[src/rtl/window_load_sequencer_pkg.sv]
// Shared window-size codes, sequencer state encoding and size helpers.
// The window-size decode logic uses the same constants.
package window_load_sequencer_pkg;

    localparam logic [1:0] WSZ_4       = 2'd0;
    localparam logic [1:0] WSZ_8       = 2'd1;
    localparam logic [1:0] WSZ_16      = 2'd2;
    localparam logic [1:0] WSZ_ILLEGAL = 2'd3;

    typedef enum logic [1:0] {
        ST_IDLE,
        ST_SETUP,
        ST_ISSUE,
        ST_FINISH
    } state_t;

    function automatic logic [4:0] win_size(input logic [1:0] code);
        return 5'd4 << code;
    endfunction

    // Highest counter index for a legal code; fits the 4-bit counters.
    function automatic logic [3:0] win_max(input logic [1:0] code);
        logic [4:0] s;
        s = win_size(code) - 5'd1;
        return s[3:0];
    endfunction

endpackage

[src/rtl/window_load_sequencer_if.sv]
// Word-load request channel from the sequencer to the data-memory read port.
interface window_load_sequencer_if #(
    parameter int ADDR_W = 32
);
    logic              ld_valid;
    logic              ld_ready;
    logic [ADDR_W-1:0] ld_addr;
    logic              ld_last;

    modport master (output ld_valid, ld_addr, ld_last, input  ld_ready);
    modport slave  (input  ld_valid, ld_addr, ld_last, output ld_ready);
endinterface

[src/rtl/window_load_sequencer_addr_gen.sv]
// Row/column counters and the registered load address for one window walk.
// The address is kept as a register so it is stable across memory stalls.
module window_addr_gen
    import window_load_sequencer_pkg::*;
#(
    parameter int ADDR_W = 32,
    parameter int FCOL_W = 8
) (
    input  logic              clk,
    input  logic              rst,
    input  logic              setup,
    input  logic              advance,
    input  logic [1:0]        wcol_code,
    input  logic [1:0]        wrow_code,
    input  logic [ADDR_W-1:0] frame_base,
    input  logic [FCOL_W-1:0] frame_cols,
    input  logic [FCOL_W-1:0] origin_row,
    input  logic [FCOL_W-1:0] origin_col,
    output logic [ADDR_W-1:0] addr,
    output logic              last
);

    logic [ADDR_W-1:0] row_addr;
    logic [ADDR_W-1:0] row_step;
    logic [ADDR_W-1:0] origin_off;
    logic [ADDR_W-1:0] next_row;
    logic [3:0]        c, r, cmax, rmax;

    assign row_step   = ADDR_W'(frame_cols) << 2;
    assign origin_off = (ADDR_W'(origin_row) * ADDR_W'(frame_cols) + ADDR_W'(origin_col)) << 2;
    assign next_row   = row_addr + row_step;

    always_ff @(posedge clk) begin
        if (rst) begin
            row_addr <= '0;
            addr     <= '0;
            c        <= '0;
            r        <= '0;
            cmax     <= '0;
            rmax     <= '0;
        end else if (setup) begin
            row_addr <= frame_base + origin_off;
            addr     <= frame_base + origin_off;
            c        <= '0;
            r        <= '0;
            cmax     <= win_max(wcol_code);
            rmax     <= win_max(wrow_code);
        end else if (advance) begin
            if (c == cmax) begin
                c        <= '0;
                r        <= r + 4'd1;
                row_addr <= next_row;
                addr     <= next_row;
            end else begin
                c    <= c + 4'd1;
                addr <= addr + ADDR_W'(4);
            end
        end
    end

    assign last = (r == rmax) && (c == cmax);

endmodule

[src/rtl/window_load_sequencer.sv]
// Walks one frame window row-major and issues one word-load request per element.
// FSM and handshake live here; counters and address math live in window_addr_gen.
module window_load_sequencer
    import window_load_sequencer_pkg::*;
#(
    parameter int ADDR_W = 32,
    parameter int FCOL_W = 8
) (
    input  logic                     Clk,
    input  logic                     Rst,
    input  logic                     start,
    input  logic [1:0]               wcol_code,
    input  logic [1:0]               wrow_code,
    input  logic [ADDR_W-1:0]        frame_base,
    input  logic [FCOL_W-1:0]        frame_cols,
    input  logic [FCOL_W-1:0]        origin_row,
    input  logic [FCOL_W-1:0]        origin_col,
    window_load_sequencer_if.master  ld,
    output logic                     busy,
    output logic                     done,
    output logic                     err
);

    state_t            state_q, state_d;
    logic              err_q, err_d;
    logic              setup, advance, last;
    logic [ADDR_W-1:0] addr;

    logic [1:0]        lat_wcol, lat_wrow;
    logic [ADDR_W-1:0] lat_base;
    logic [FCOL_W-1:0] lat_cols, lat_orow, lat_ocol;

    always_ff @(posedge Clk) begin
        if (Rst) begin
            state_q  <= ST_IDLE;
            err_q    <= 1'b0;
            lat_wcol <= '0;
            lat_wrow <= '0;
            lat_base <= '0;
            lat_cols <= '0;
            lat_orow <= '0;
            lat_ocol <= '0;
        end else begin
            state_q <= state_d;
            err_q   <= err_d;
            if (state_q == ST_IDLE && start) begin
                lat_wcol <= wcol_code;
                lat_wrow <= wrow_code;
                lat_base <= frame_base;
                lat_cols <= frame_cols;
                lat_orow <= origin_row;
                lat_ocol <= origin_col;
            end
        end
    end

    always_comb begin
        state_d = state_q;
        err_d   = 1'b0;
        setup   = 1'b0;
        advance = 1'b0;
        case (state_q)
            ST_IDLE: begin
                if (start) begin
                    if (wcol_code == WSZ_ILLEGAL || wrow_code == WSZ_ILLEGAL)
                        err_d = 1'b1;
                    else
                        state_d = ST_SETUP;
                end
            end
            ST_SETUP: begin
                setup   = 1'b1;
                state_d = ST_ISSUE;
            end
            ST_ISSUE: begin
                // ld_valid is high throughout ISSUE, so ready alone completes the handshake
                if (ld.ld_ready) begin
                    advance = 1'b1;
                    if (last)
                        state_d = ST_FINISH;
                end
            end
            ST_FINISH: state_d = ST_IDLE;
            default:   state_d = ST_IDLE;
        endcase
    end

    window_addr_gen #(
        .ADDR_W (ADDR_W),
        .FCOL_W (FCOL_W)
    ) u_addr_gen (
        .clk        (Clk),
        .rst        (Rst),
        .setup      (setup),
        .advance    (advance),
        .wcol_code  (lat_wcol),
        .wrow_code  (lat_wrow),
        .frame_base (lat_base),
        .frame_cols (lat_cols),
        .origin_row (lat_orow),
        .origin_col (lat_ocol),
        .addr       (addr),
        .last       (last)
    );

    assign ld.ld_valid = (state_q == ST_ISSUE);
    assign ld.ld_addr  = addr;
    assign ld.ld_last  = (state_q == ST_ISSUE) && last;
    assign busy        = (state_q != ST_IDLE);
    assign done        = (state_q == ST_FINISH);
    assign err         = err_q;

endmodule

[src/flat_wrapper.sv]
// flat-port wrapper written by rule: the top's interface ports become plain ports
module window_load_sequencer_flat import window_load_sequencer_pkg::*;
#(
    parameter int ADDR_W = 32,
    parameter int FCOL_W = 8
)
  (Clk, Rst, start, wcol_code, wrow_code, frame_base, frame_cols, origin_row, origin_col, busy, done, err, ld_ld_valid, ld_ld_addr, ld_ld_last, ld_ld_ready);
  window_load_sequencer_if #(.ADDR_W(ADDR_W)) ld_i ();
  input  logic Clk;
  input  logic Rst;
  input  logic start;
  input  logic [1:0] wcol_code;
  input  logic [1:0] wrow_code;
  input  logic [ADDR_W-1:0] frame_base;
  input  logic [FCOL_W-1:0] frame_cols;
  input  logic [FCOL_W-1:0] origin_row;
  input  logic [FCOL_W-1:0] origin_col;
  output logic busy;
  output logic done;
  output logic err;
  output wire logic [$bits(ld_i.ld_valid)-1:0] ld_ld_valid;
  output wire logic [$bits(ld_i.ld_addr)-1:0] ld_ld_addr;
  output wire logic [$bits(ld_i.ld_last)-1:0] ld_ld_last;
  input wire logic [$bits(ld_i.ld_ready)-1:0] ld_ld_ready;
  assign ld_ld_valid = ld_i.ld_valid;
  assign ld_ld_addr = ld_i.ld_addr;
  assign ld_ld_last = ld_i.ld_last;
  assign ld_i.ld_ready = ld_ld_ready;
  window_load_sequencer #(.ADDR_W(ADDR_W), .FCOL_W(FCOL_W)) u_core (.Clk(Clk), .Rst(Rst), .start(start), .wcol_code(wcol_code), .wrow_code(wrow_code), .frame_base(frame_base), .frame_cols(frame_cols), .origin_row(origin_row), .origin_col(origin_col), .ld(ld_i), .busy(busy), .done(done), .err(err));
endmodule
[config.mk]
export PLATFORM = sky130hd
export DESIGN_NAME = window_load_sequencer_flat
export DESIGN_NICKNAME = d
export VERILOG_FILES = /design/src/rtl/window_load_sequencer_pkg.sv /design/src/rtl/window_load_sequencer_if.sv /design/src/rtl/window_load_sequencer_addr_gen.sv /design/src/rtl/window_load_sequencer.sv /design/src/flat_wrapper.sv
export SDC_FILE = /design/constraint.sdc
export NUM_CORES = 1
export LEC_CHECK = 0
export ABC_CLOCK_PERIOD_IN_PS = 8200
export BUFFER_PORTS_ARGS = -buffer_cell sky130_fd_sc_hd__clkbuf_2
export CAP_MARGIN = 10
export CORE_MARGIN = 2
export CORE_UTILIZATION = 58
export DETAILED_ROUTE_END_ITERATION = 16
export PLACE_DENSITY = 0.78
export SETUP_SLACK_MARGIN = 0.2
export SKIP_LAST_GASP = 1
export SLEW_MARGIN = 20
export SYNTH_ARGS = -nofsm -noshare
export SYNTH_HDL_FRONTEND = slang
export SYNTH_SLANG_ARGS = --single-unit
[constraint.sdc]
create_clock -name Clk -period 8.2 [get_ports Clk]
set_clock_uncertainty 0.15 [all_clocks]
set_input_delay 2.05 -clock Clk [delete_from_list [all_inputs] [get_ports Clk]]
set_output_delay 2.05 -clock Clk [all_outputs]
set_load 0.02 [all_outputs]
==> flow_metrics.tcl, run 1 <==
set metrics [dict create \
    ant_nets 0 \
    layout-drive-gt1-share_pct 10.8 \
    hpwl_mm 20.7 \
    cts_hold_repair.buffers 0 \
    n_fill_cell 1580 \
    setup-violations-final 0 \
    dr.pass1.iters 6 \
    global_route.usage.total_pct 29.5 \
    floorplan.initialDensity_pct 59.2 \
    grt_start_max_net_pins 63 \
    fp-row-count 49 \
    ys_seq_area_share_pct 26.4 \
    rsz0062_at_grt "false" \
    yosysUniqueCellTypes 65 \
    tritoncts.num_buffers 17 \
    gp_congestion 0.950 \
    areaGrowthSynthToFinish_pct 11.0 \
    die_area_mm2 0.0194 \
    max_clock_freq_mhz 143 \
    post_synth_instance_area_mm2 0.0106 \
    fin_nets 1610 \
    wirelength_mm 28.3 \
    critical_path_class "flop to flop" \
    grt_pass1_wl_mm 46.9 \
    crit_path_cell_trace "nand2_1 > fa_1 > inv_1 > fa_1 > ha_1 > inv_1 > fa_1 > inv_1 > fa_1 > a21oi_1 > o211ai_1 > a31o_2 > a21oi_1 > nor2_1 > o41a_1 > xor2_1 > ha_1 > and4_1 > nand2_1 > o211ai_1 > mux2_2 > a211o_1 > a21oi_1" \
    leakage_power_nw 5.00 \
    tritoncts "yes" \
    worstHoldPathCells 2 \
    cts_repair_resize_count 0 \
    finish.utilization_pct 65.7 \
    worst_path_largest_cell_delay_ps 650 \
    final_clock_period_utilization_by_the_worst_path_pct 85.0 \
    yosys_warnings 0 \
    worst_hold_path_type "flop to flop" \
    die_y_um 139 \
    number_of_max_cap_violations 0 \
    worst-slew-pin-transition_ps 1040 \
    total_power_mw 3.19 \
    critPathMostFrequentCell "fa_1" \
    syn_nets 1553 \
    timing.slew.headroom_pct 30.8 \
    synth.ff_latch_count 140 \
    run_status "completed" \
    overflow 0 \
    worstPathMaxFanout 11 \
    drt_first_iter_violations 950 \
    power_density_relative_to_cell_area_mw_per_mm2 271 \
    critPathArrivalTime_ps 7170 \
    avgRoutedWirePerCell_um 17.0 \
    reg2reg_depth 23 \
    clock_sinks 140 \
    cts_max_path_buffers 2 \
    crit_path_launch_type "flop" \
    vdd_ir_drop_max_uv 285 \
    endpoint_kind "flop" \
    clock-root-buffer "clkbuf_16" \
    finalCriticalPeriod_ps 6970 \
    maxSlewViolCount 0 \
    worst-endpoint-required_ps 8400 \
    worst_path_max_delay_cell "o211ai_1" \
    fin_setup_tns_ps 0 \
    timing_hold_violations_final 0 \
    cts_htree_levels 4 \
    synth_edf_count 0 \
    dr_vias_cell 6.03 \
    vias_in_the_first_global_route 9344 \
    n_antenna_cell 0 \
    synth_area_per_cell_um2 7.76 \
    num_vias 10100 \
    synth_cells 1370 \
    cts.repair_timing.setup_buffer_count 0 \
    number_of_antenna_violations_at_the_first_check_in_global_routing 0 \
    fp.dieW_um 139 \
    synth_async_reset_ratio_pct 0 \
    drt_drc_violations_left 0 \
    i_o_pins 101 \
    portBuffers 100 \
    ys.flop_type "dfxtp_1" \
    clk-insertion-delay-late_ps 430 \
    floorplan.core_area_mm2 0.0180 \
    clock_transition_at_path_regs_ps 60 \
]
metal layers:
metal	wire (um)	global-route usage, %
met1	12800	41.9
met5	0	0
met2	12700	45.4
met3	2380	6.47
met4	462	8.19
cells by family (layout without fill, tap and decap cells):
group | Yosys count | after routing | share of synthesized area, %
AO/OA/AOI/OAI | 342 | 342 | 20.1
multiplexers | 10 | 10 | 0.953
AND/OR/NAND/NOR | 529 | 529 | 23.6
flip-flops | 140 | 140 | 26.4
buffers and inverters | 155 | 224 | 5.51
XOR/XNOR | 75 | 75 | 6.18
adder cells (fa/ha/maj) | 119 | 119 | 17.3
state kept, by name, indices dropped and copies added, names as in the netlist, 3 cells and up:
| signal | cells |
|---|---|
| u_core.lat_cols | 8 |
| u_core.lat_orow | 8 |
| u_core.u_addr_gen.row_addr | 32 |
| u_core.u_addr_gen.c | 4 |
| u_core.lat_ocol | 8 |
| u_core.u_addr_gen.addr | 32 |
| u_core.u_addr_gen.cmax | 3 |
| u_core.lat_base | 32 |
| u_core.u_addr_gen.r | 4 |
report_power, final:
group	internal [mW]	total (mW)	switching (mW)
clock network	0.449	0.765	0.316
registers	0.846	1.07	0.225
logic	0.489	1.36	0.868
total	1.78	3.19	1.41
final timing paths:
path / from / to / slack, ps
setup / recovery: u_core.lat_cols[1]$_SDFFE_PP0P_ / u_core.u_addr_gen.row_addr[19]$_SDFFE_PP0P_ / 1230
hold / removal: u_core.lat_base[29]$_SDFFE_PP0P_ / u_core.lat_base[29]$_SDFFE_PP0P_ / 310
hold reg to reg: u_core.lat_base[29]$_SDFFE_PP0P_ / u_core.lat_base[29]$_SDFFE_PP0P_ / 310
setup reg to reg: u_core.lat_cols[1]$_SDFFE_PP0P_ / u_core.u_addr_gen.row_addr[19]$_SDFFE_PP0P_ / 1230
worst max-delay path: cells and delay by family, from the launching register on:
family          cells  cell delay (ps)
fa+ha+maj           6             2630
buf+inv             3              170
xor+xnor            1              150
flops               1              570
simple gates        4              530
mux                 1              430
compound gates      8             2240
cells in the mapped netlist (4+ instances only):
| library cell | number | area (um2) |
|---|---|---|
| nand2_1 | 232 | 871 |
| dfxtp_1 | 140 | 2800 |
| a21oi_1 | 135 | 676 |
| nor2_1 | 90 | 338 |
| inv_1 | 84 | 315 |
| ha_1 | 73 | 913 |
| o21ai_0 | 58 | 290 |
| clkbuf_1 | 53 | 199 |
| and2_1 | 49 | 307 |
| fa_1 | 46 | 921 |
| xnor2_1 | 44 | 385 |
| nand3_1 | 38 | 190 |
| nor3_1 | 32 | 160 |
| xor2_1 | 31 | 272 |
| a211oi_1 | 27 | 203 |
| nand4_1 | 24 | 150 |
| o211ai_1 | 18 | 135 |
| a21o_1 | 17 | 128 |
| buf_1 | 14 | 52.6 |
| a31oi_1 | 12 | 75.1 |
| nand2b_1 | 11 | 68.8 |
| o21a_1 | 10 | 75.1 |
| or3_1 | 10 | 62.6 |
| mux2i_1 | 9 | 90.1 |
| o21bai_1 | 9 | 67.6 |
| and3_1 | 8 | 50.1 |
| a211o_1 | 6 | 52.6 |
| and4_1 | 6 | 52.6 |
| nor2b_1 | 6 | 37.5 |
| nor4_1 | 6 | 37.5 |
| or4_1 | 6 | 45.0 |
| o22ai_1 | 5 | 31.3 |
| o31ai_1 | 5 | 37.5 |
| a21boi_0 | 4 | 30.0 |
| o311ai_0 | 4 | 35.0 |
stage by stage:
stage	instance area (um2)	worst slack, ps	hold slack, ps	instances
2_1_floorplan	10600	2010	283	1370
3_3_place_gp	11200	1450	294	1637
3_5_place_dp	11200	1290	298	1637
4_1_cts	11800	1250	306	1668
5_1_grt	11800	690	323	1668
6_report	11800	1230	306	1668
final cells by class:
class | count | area (um2) | area share [%]
well taps | 229 | 287 | 2.43
clock buffers | 18 | 429 | 3.64
flip-flops and latches | 140 | 2800 | 23.8
inverters | 85 | 319 | 2.70
multi-input cells | 1075 | 7250 | 61.5
repair buffers | 108 | 563 | 4.77
clock inverters | 13 | 144 | 1.22
cell usage in the layout (no fill, tap or decap), types with 6 or more instances in the layout:
master	synthesis	layout
nand2_1	232	231
mux2i_1	9	9
dfxtp_1	140	140
xor2_1	31	31
nor2b_1	6	6
clkbuf_2	0	99
nor4_1	6	6
a21oi_1	135	135
or4_1	6	6
o211ai_1	18	18
o21a_1	10	10
nand4_1	24	24
ha_1	73	72
a211o_1	6	6
buf_4	0	9
nand2b_1	11	11
clkbuf_16	0	17
and3_1	8	8
and2_1	49	48
a31oi_1	12	12
fa_1	46	46
nor3_1	32	32
nand3_1	38	38
or3_1	10	10
o21bai_1	9	9
and4_1	6	6
o21ai_0	58	58
a21o_1	17	17
inv_1	84	84
xnor2_1	44	44
a211oi_1	27	27
nor2_1	90	90
(Power assumes the default switching activity.)
==> run 2, diff against run 1 <==
--- a/config.mk
+++ b/config.mk
@@ -5,6 +5,7 @@
 export SDC_FILE = /design/constraint.sdc
 export NUM_CORES = 1
 export LEC_CHECK = 0
+export ABC_AREA = 1
 export ABC_CLOCK_PERIOD_IN_PS = 8200
 export BUFFER_PORTS_ARGS = -buffer_cell sky130_fd_sc_hd__clkbuf_2
 export CAP_MARGIN = 10
==> run 2 against run 1 <==
Area after synthesis rose by 13%. Setup slack improved by 520 ps. Cell count rose by 35%. Critical path type unchanged. Wire length rose by 29%. Hold slack improved by 7.0 ps. Maximum frequency rose by 8.1%. Combinational power rose by 79%. Flip-flop and latch count did not move. Largest cell class unchanged.
==> flow_metrics.tcl, run 2 <==
set metrics [dict create \
    run_status "completed" \
    fp.dieW_um 148 \
    synth.most_common_cell "nand2_1" \
    synth_edf_count 0 \
    tritoncts "yes" \
    vdd_ir_drop_max_uv 200 \
    number_of_max_cap_violations 0 \
    synth_cells 1905 \
    postLayoutCellArea_mm2 0.0131 \
    global_route.usage.total_pct 34.2 \
    leakage_power_nw 6.91 \
    p_comb_share_pct 55.0 \
    final_clock_period_utilization_by_the_worst_path_pct 78.7 \
    worstPathMaxFanout 10 \
    yosys_warnings 0 \
    worst-endpoint-required_ps 8370 \
    dr_vias_cell 5.52 \
    endpoint_kind "flop" \
    synth_top_cells_by_count "493 x nand2_1, 313 x inv_1, 208 x nor2_1" \
    seq_power_share_pct 28.1 \
    dr.pass1.iters 7 \
    final-instance-count-excl-fill 2245 \
    r2r_setup_slack_ps 1750 \
    critPathMostFrequentCell "inv_1" \
    synth.ff_latch_count 140 \
    layout.cells.most_common_list "492 x nand2_1, 312 x inv_1, 208 x nor2_1" \
    ys_seq_area_share_pct 23.4 \
    critical_r2r_capture "u_core.u_addr_gen.addr[13]$_SDFFE_PP0P_" \
    clock_sinks 140 \
    fp-row-count 52 \
    power_density_relative_to_cell_area_mw_per_mm2 339 \
    crit_path_launch_type "flop" \
    synthTopCellsByArea "dfxtp_1 23%, nand2_1 15%, inv_1 9.8%" \
    cts_max_path_buffers 2 \
    vias_in_the_first_global_route 11800 \
    crit_path_cell_trace "nand2_1 > fa_1 > fa_1 > inv_1 > fa_1 > inv_1 > fa_1 > inv_1 > ha_1 > nand2_1 > o21ai_0 > a21oi_1 > o21ai_0 > xnor2_1 > inv_1 > ha_1 > nand2_1 > inv_1 > a21oi_1 > nand3_1 > o21ai_0 > nand2_1 > inv_1 > a21oi_1" \
    i_o_pins 101 \
    synth_async_reset_ratio_pct 0 \
    syn_nets 2088 \
    drt_first_iter_violations 1018 \
    hold_end "u_core.u_addr_gen.row_addr[1]$_SDFFE_PP0P_" \
    cts.repair_timing.setup_buffer_count 0 \
    ys.flop_type "dfxtp_1" \
    synth_area_leader "dfxtp_1" \
    synth_area_per_cell_um2 6.30 \
    synth_top_area_share_pct 23.4 \
    die_area_mm2 0.0219 \
    rsz0062_at_grt "false" \
    floorplan.core_area_mm2 0.0203 \
    drt_drc_violations_left 0 \
    floorplan.initialDensity_pct 59.1 \
    cts_htree_levels 4 \
    crit_buf_inv 6 \
    most_common_library_cell_in_the_layout_ignoring_fill_and_taps "nand2_1" \
    clk-insertion-delay-late_ps 440 \
    clock_transition_at_path_regs_ps 70 \
    cts_repair_resize_count 0 \
    reg2reg_depth 24 \
    die_y_um 148 \
    maxSlewViolCount 0 \
    grt_pass1_wl_mm 59.5 \
    placed_cells_incl_taps 2213 \
    reg_top3 "u_core.lat_base (32), u_core.u_addr_gen.addr (32), u_core.u_addr_gen.row_addr (32)" \
    yosysUniqueCellTypes 50 \
    hpwl_mm 28.2 \
    setup-violations-final 0 \
    max_clock_freq_mhz 155 \
    worstHoldPathCells 2 \
    number_of_antenna_violations_at_the_first_check_in_global_routing 0 \
    critical_path_class "flop to flop" \
    cts_hold_repair.buffers 0 \
    min-delay-start "u_core.u_addr_gen.row_addr[1]$_SDFFE_PP0P_" \
    avgRoutedWirePerCell_um 16.3 \
    power.switching_mw 2.34 \
    post_synth_instance_area_mm2 0.0120 \
    finalCriticalPeriod_ps 6450 \
    ant_nets 0 \
    grt_start_max_net_pins 73 \
    wirelength_mm 36.5 \
    num_vias 12400 \
    n_antenna_cell 0 \
    layout-drive-gt1-share_pct 8.76 \
    clock-root-buffer "clkbuf_16" \
    gp_congestion 0.967 \
    detailed_place.area_mm2 0.0126 \
    timing.hold.ws_ps 313 \
    worst_path_max_delay_cell "o21ai_0" \
    portBuffers 100 \
    power.internal_mw 2.10 \
    sw_frac_of_total_pct 52.7 \
    worst_path_largest_cell_delay_ps 630 \
    timing_hold_violations_final 0 \
    areaGrowthSynthToFinish_pct 9.46 \
    reg2reg_from "u_core.lat_cols[7]$_SDFFE_PP0P_" \
    fin_nets 2145 \
    timing.slew.headroom_pct 44.2 \
    total_power_mw 4.45 \
    worst-slew-pin-transition_ps 836 \
    overflow 0 \
    path_delay_family "adder cells" \
    power.clock.fraction_pct 16.9 \
    worst_hold_path_type "flop to flop" \
    critPathArrivalTime_ps 6620 \
    tritoncts.num_buffers 17 \
    fin_setup_tns_ps 0 \
]
-- run 2: cell types whose count changed after synthesis, moves of 12 or more --
cell,delta
nor2_1,+118
inv_1,+229
nand3_1,+95
buf_1,-14
nor3_1,-12
a211oi_1,-26
o21ai_0,+100
xnor2_1,-25
and2_1,-47
a21o_1,-17
nand2_1,+261
a21oi_1,-43
nand3b_1,+13
-- run 2: worst max-delay path by stage --
stage	from	to	cells after the start
after floorplan	u_core.lat_cols[7]$_SDFFE_PP0P_	u_core.u_addr_gen.addr[25]$_SDFFE_PP0P_	31
after global placement	u_core.lat_cols[7]$_SDFFE_PP0P_	u_core.u_addr_gen.row_addr[13]$_SDFFE_PP0P_	24
after detailed placement	u_core.lat_cols[7]$_SDFFE_PP0P_	u_core.u_addr_gen.addr[22]$_SDFFE_PP0P_	30
after CTS	u_core.lat_cols[7]$_SDFFE_PP0P_	u_core.u_addr_gen.addr[22]$_SDFFE_PP0P_	30
after global routing	u_core.lat_cols[7]$_SDFFE_PP0P_	u_core.u_addr_gen.addr[26]$_SDFFE_PP0P_	30
final	u_core.lat_cols[7]$_SDFFE_PP0P_	u_core.u_addr_gen.addr[13]$_SDFFE_PP0P_	24
-- run 2: through the flow --
step / utilization, % / setup slack (ps)
floorplan: - / 2560
global placement: 62.0 / 1890
detailed placement: 62.0 / 1870
CTS: 64.7 / 1830
global route: 64.7 / 1350
finish: 64.7 / 1750
-- run 2: cells by family (layout without fill, tap and decap cells) --
| group | Yosys count | in the layout | share of synthesized area, % |
|---|---|---|---|
| AO/OA/AOI/OAI | 294 | 294 | 13.1 |
| AND/OR/NAND/NOR | 921 | 921 | 32.5 |
| adder cells (fa/ha/maj) | 119 | 119 | 15.3 |
| flip-flops | 140 | 140 | 23.4 |
| buffers and inverters | 386 | 456 | 12.5 |
| XOR/XNOR | 45 | 45 | 3.28 |
-- run 2: layer usage --
metal / up-vias / part of all wire, % / global-route usage (%)
met4: 0 / 4.0 / 14.5
li1: 6118 / - / -
met3: 107 / 7.5 / 6.17
met1: 5701 / 42 / 44.6
met2: 473 / 46 / 56.1
met5: - / 0 / 0
-- run 2: final cells by class --
type,instances,area (um2)
clock buffer,17,425
timing repair buffer,105,538
tap,270,338
clock inverter,15,128
inverter,319,1200
multi-input combinational,1379,7700
sequential,140,2800
fill,1941,7170
-- run 2: power by group through the flow --
stage	clock network, mW	registers, mW	logic [mW]
final	0.753	1.25	2.44
after global routing	0.782	1.28	2.75
after CTS	0.759	1.23	2.42
after detailed placement	0	1.25	2.40
after global placement	0	1.24	2.37
after floorplan	0	1.19	1.76
-- run 2: worst register-to-register path, delay by kind of cell (launching register included) --
family / cells / cell delay [ps]
buf+inv: 6 / 380
compound gates: 6 / 1480
simple gates: 5 / 770
flops: 1 / 550
xor+xnor: 1 / 160
fa+ha+maj: 6 / 2840
